==> src/rtl/scan_decoder_dual_pkg.sv <==
// Shared constants and width helpers for the scan_decoder_dual block.
package scan_decoder_dual_pkg;

  localparam logic MODE_DIRECT = 1'b0;
  localparam logic MODE_SCAN   = 1'b1;

  // Prescaler width: enough bits to hold DIV-1, never narrower than one bit.
  function automatic int presc_width(input int div);
    return (div > 1) ? $clog2(div) : 1;
  endfunction

  // Blank counter width: enough bits to hold BLANK, never narrower than one bit.
  function automatic int blank_width(input int blank);
    return (blank > 0) ? $clog2(blank + 1) : 1;
  endfunction

endpackage

==> src/rtl/scan_decoder_dual_dec_onehot_n.sv <==
// Combinational ADDR_W -> 2**ADDR_W active-low one-hot decoder with enable.
module dec_onehot_n #(
  parameter int ADDR_W = 2
) (
  input  logic [ADDR_W-1:0]      addr_i,
  input  logic                   en_i,
  output logic [(1<<ADDR_W)-1:0] q_n_o
);

  localparam int OUT_W = 1 << ADDR_W;

  // One output per index; low only when enabled and the address matches.
  for (genvar i = 0; i < OUT_W; i++) begin : g_bit
    assign q_n_o[i] = ~(en_i && (addr_i == ADDR_W'(i)));
  end

endmodule

==> src/rtl/scan_decoder_dual.sv <==
// Registered dual 2**ADDR_W-way active-low decoder with direct load or
// prescaled scan addressing and a blanking gap after each address change.
module scan_decoder_dual
  import scan_decoder_dual_pkg::*;
#(
  parameter int ADDR_W = 2,
  parameter int DIV    = 4,
  parameter int BLANK  = 1
) (
  input  logic                   clk,
  input  logic                   rst_n,
  input  logic                   mode,
  input  logic                   load,
  input  logic [ADDR_W-1:0]      a_in,
  input  logic                   ea1,
  input  logic                   ea2_n,
  input  logic                   eb1_n,
  input  logic                   eb2_n,
  output logic [(1<<ADDR_W)-1:0] qa_n,
  output logic [(1<<ADDR_W)-1:0] qb_n,
  output logic [ADDR_W-1:0]      addr_out,
  output logic                   wrap
);

  localparam int OUT_W = 1 << ADDR_W;
  localparam int PW    = presc_width(DIV);
  localparam int BW    = blank_width(BLANK);

  localparam logic [PW-1:0]     PRESC_MAX = PW'(DIV - 1);
  localparam logic [BW-1:0]     BLANK_V   = BW'(BLANK);
  localparam logic [ADDR_W-1:0] ADDR_MAX  = '1;

  // Reject parameter sets that cannot produce a visible decode every step.
  if (DIV < 1) begin : g_bad_div
    $error("scan_decoder_dual: DIV must be >= 1");
  end
  if (BLANK < 0 || BLANK >= DIV) begin : g_bad_blank
    $error("scan_decoder_dual: BLANK must satisfy 0 <= BLANK < DIV");
  end

  logic [ADDR_W-1:0] addr_q,  addr_d;
  logic [PW-1:0]     presc_q, presc_d;
  logic [BW-1:0]     blank_q, blank_d;
  logic              wrap_q,  wrap_d;
  logic [OUT_W-1:0]  qa_q, qb_q;

  logic              ena, enb;
  logic [BW-1:0]     blank_dec;
  logic [1:0]        dec_en;
  logic [1:0][OUT_W-1:0] dec_n;

  assign ena = ea1 & ~ea2_n;
  assign enb = ~eb1_n & ~eb2_n;

  // Saturating countdown used on every edge that does not reload the gap.
  assign blank_dec = (blank_q != '0) ? (blank_q - BW'(1)) : '0;

  // Next-state for address, prescaler, blank counter and wrap pulse.
  always_comb begin
    addr_d  = addr_q;
    presc_d = '0;
    blank_d = blank_dec;
    wrap_d  = 1'b0;
    if (mode == MODE_SCAN) begin
      if (presc_q == PRESC_MAX) begin
        presc_d = '0;
        addr_d  = addr_q + ADDR_W'(1);
        blank_d = BLANK_V;
        wrap_d  = (addr_q == ADDR_MAX);
      end else begin
        presc_d = presc_q + PW'(1);
      end
    end else if (load) begin
      // Reloading the same address must not flash the outputs.
      addr_d = a_in;
      if (a_in != addr_q) blank_d = BLANK_V;
    end
  end

  // Decoders see the next-state address so outputs line up with addr_out.
  assign dec_en[0] = ena & (blank_d == '0);
  assign dec_en[1] = enb & (blank_d == '0);

  for (genvar c = 0; c < 2; c++) begin : g_ch
    dec_onehot_n #(.ADDR_W(ADDR_W)) u_dec (
      .addr_i (addr_d),
      .en_i   (dec_en[c]),
      .q_n_o  (dec_n[c])
    );
  end

  // State and output registers with synchronous active-low reset.
  always_ff @(posedge clk) begin
    if (!rst_n) begin
      addr_q  <= '0;
      presc_q <= '0;
      blank_q <= '0;
      wrap_q  <= 1'b0;
      qa_q    <= '1;
      qb_q    <= '1;
    end else begin
      addr_q  <= addr_d;
      presc_q <= presc_d;
      blank_q <= blank_d;
      wrap_q  <= wrap_d;
      qa_q    <= dec_n[0];
      qb_q    <= dec_n[1];
    end
  end

  assign qa_n     = qa_q;
  assign qb_n     = qb_q;
  assign addr_out = addr_q;
  assign wrap     = wrap_q;

endmodule
==> config.mk <==
export PLATFORM = sky130hd
export DESIGN_NAME = scan_decoder_dual
export DESIGN_NICKNAME = d
export VERILOG_FILES = /design/src/rtl/scan_decoder_dual_pkg.sv /design/src/rtl/scan_decoder_dual_dec_onehot_n.sv /design/src/rtl/scan_decoder_dual.sv
export SDC_FILE = /design/constraint.sdc
export NUM_CORES = 1
export LEC_CHECK = 0
export BUFFER_PORTS_ARGS = -buffer_cell sky130_fd_sc_hd__buf_2
export CAP_MARGIN = 0
export CORE_AREA = 2 2 39 41
export CTS_CLUSTER_SIZE = 12
export DETAILED_ROUTE_END_ITERATION = 16
export DIE_AREA = 0 0 41 43
export HOLD_SLACK_MARGIN = 0.02
export PLACE_DENSITY = 0.67
export SYNTH_ARGS = -nofsm -noshare
export SYNTH_HDL_FRONTEND = slang
export SYNTH_HIERARCHICAL = 1
export SYNTH_SLANG_ARGS = --single-unit
==> constraint.sdc <==
create_clock -name clk -period 2.2 [get_ports clk]
set_clock_uncertainty 0.1 [all_clocks]
set_input_delay 0.11 -clock clk [delete_from_list [all_inputs] [get_ports clk]]
set_output_delay 0.11 -clock clk [all_outputs]
set_load 0.05 [all_outputs]
==> run summary <==
Starting Density: 40.7%
Routed Antenna Nets: 0
Antenna cell count: 0
Delay-heaviest family, CP: simple AND/OR/NAND/NOR gates
Drt first pass iters: 4
DRC Markers: 0
CORE AREA: 1380 sq um
Buf/Inv on CP: 0
Gate power share: 14.9%
Worst Tran Pin Value: 0.553 ns
Die H: 43 um
Yosys warnings: 6
Most instantiated library cell after synthesis: dfxtp_1
Crit path time final: 1.87 ns
Hold Crit Start: rst_n
Ys async rst share: 0%
Synthesized flop and latch total: 13
CTS Hold Bufs: 0
Layout cells sized above 1: 32.9%
Pin count of the biggest net entering global routing: 14
Gr usage total: 13.9%
Drt wl/cell: 10.3 um
Antenna violations before repair: 0
Initial drt markers: 5
Top cells by area, synth: dfxtp_1 (46%), nand2b_1 (10%), nand3b_1 (6.7%)
P&R area growth vs syn: 25.3%
Endpoints failing hold: 0
Area share of the largest cell type after synthesis: 46.2%
Mapped Area: 563 sq um
CP Cell Sequence: ha_1 > nor2b_1 > o21ai_1 > nand3_1 > or3b_1 > nand2b_1
FF/Latch Area: 260 sq um
CTS tree: built
Tcrit/Tclk final: 85.1%
Slowest CP cell: or3b_1
CP peak stage delay: 0.42 ns
Port Buffer Count: 20
Outcome: finished clean
Setup slack, reg-to-reg: 0.33 ns
Setup crit end kind: register
RSZ-0062 raised after global routing: false
Number of synthesized flops with an enable pin: 0
Total die area: 1760 sq um
Min-delay worst type: input port to register
WP depth: 6
Boundary Pins: 21
# Max-Cap Violations: 0
Sequential share of power: 53.6%
Max Freq: 0.534 GHz
Vias in the first global route: 399
WS Path Type: register to register
Critical path fanouts, max: 8
CP startpoint kind: register
Root Buffer: clkbuf_4
Clock Tree Buf Depth: 2
FF-to-FF path depth: 6
First-pass GRT wire length: 1620 um
Post-synth net total: 68
Drt total wl: 979 um
Data arrival, critical path: 1.94 ns
Worst Hold End: qb_n[2]$_SDFF_PN1_
Synth area leader: dfxtp_1
Fillers: 141
Post-synthesis instance total: 56
Clock power frac: 31.5%
Skew-Pair Late Insertion Delay: 0.27 ns
Footprint of the multi-input gates: 295 sq um
Vias per cell: 4.92
Dpl hpwl: 781 um
Synth cell types: 21
Switch Pwr: 0.119 mW
Reg clk slew, reported paths: 0.08 ns
PostCTS Resize Cnt: 0
Non-Filler Instances: 95
Num CTS Buffers: 3
Slew margin rel.: 62.1%
CP Launch Point: presc_q[0]$_SDFF_PP0_
Htree depth: 1
Internal power: 0.338 mW
PD cells: 648 nW/um^2
Final Cell Area: 706 sq um
Final RePlAce weighted congestion: 0.743
Fin nets: 92
Area after DPL: 679 sq um
Sw Ratio: 26.1%
Avg Inst Size Synth: 10.1 sq um
Vias: 467
Die W: 41 um
Worst Hold Depth: 2
Setup violators final: 0
Max-slew violations: 0
Lkg Pwr: 0.291 nW
Remaining Overflow, GRT: 0
Power, Total: 0.457 mW
Max VDD drop: 0.000266 V
Post-CTS Setup Bufs: 0
WP data required: 2.26 ns
Cell Rows: 14
TNS Setup: 0 ns
Main synth FF type: dfxtp_1
Top cells by count, synth: dfxtp_1 (13), nand2b_1 (9), nand3b_1 (5)
Register area share after synthesis: 46.2%
Sinks on Clock Net: 13
Worst reg2reg path startpoint: presc_q[0]$_SDFF_PP0_
Reg2reg end: qb_n[0]$_SDFF_PN1_
Hold_ws: 0.0216 ns
Dpl cells: 91
==> registers in the layout (all words and copies together) (netlist names) <==
signal and flops:
addr_out 2, qb_n 4, presc_q 2, wrap 1, qa_n 4
==> metal layers <==
layer	wire length [um]	track usage [%]	vias up	part of all wire, %
met5	0	0	-	0
met4	32	12.0	0	3.3
met3	77	1.57	5	7.9
met2	432	19.4	21	44
met1	436	18.0	202	45
li1	-	-	239	-
==> layout make-up <==
| cell class | count | area share (%) |
|---|---|---|
| multi-input cells | 41 | 41.8 |
| flip-flops and latches | 13 | 36.9 |
| repair buffers | 20 | 14.2 |
| clock buffers | 4 | 3.72 |
| well taps | 16 | 2.84 |
| inverters | 1 | 0.532 |
==> worst max path at each step <==
stage / endpoint / slack, ns
detailed placement: qb_n[0]$_SDFF_PN1_ / 0.33
global placement: qb_n[0]$_SDFF_PN1_ / 0.35
global route: qb_n[0]$_SDFF_PN1_ / 0.16
finish: qb_n[0]$_SDFF_PN1_ / 0.33
floorplan: qa_n[0]$_SDFF_PN1_ / 0.17
CTS: qb_n[0]$_SDFF_PN1_ / 0.30
==> per-stage QoR <==
step / utilization (%) / worst slack, ns
after global routing: 51.0 / 0.162
after detailed placement: 49.1 / 0.330
after CTS: 51.0 / 0.304
after global placement: 49.1 / 0.350
final: 51.0 / 0.328
after floorplan: - / 0.170
==> cells by family after synthesis <==
group                      Yosys count  synth area share [%]
AOI/OAI and AO/OA                    4                  5.55
muxes                                3                  5.33
DFF                                 13                  46.2
and+or+nand+nor                     30                  34.0
adders and majority gates            2                  4.44
buffers and inverters                2                  1.33
xor gates and xnor gates             2                  3.11
==> cells in the final DEF (no fill, tap or decap) <==
cell	count
and2_1	1
nand3_1	3
mux2i_1	3
nand2_1	3
xnor2_1	2
buf_2	20
clkbuf_1	1
nand2b_1	9
nor2b_1	1
dfxtp_1	13
clkbuf_4	3
ha_1	2
or2_1	1
inv_1	1
a21oi_1	1
nor2_1	3
or3b_1	2
nand3b_1	5
and3_2	1
a31oi_1	1
o21ai_1	1
nor4bb_2	1
a2111oi_2	1
==> power groups by stage <==
stage                     Combinational (mW)  Sequential [mW]  Clock, mW
after floorplan                       0.0308            0.266          0
after global placement                0.0683            0.250          0
after detailed placement              0.0682            0.251          0
after CTS                             0.0685            0.245      0.144
after global routing                  0.0745            0.246      0.156
final                                 0.0679            0.245      0.144
(Power assumes the default switching activity.)
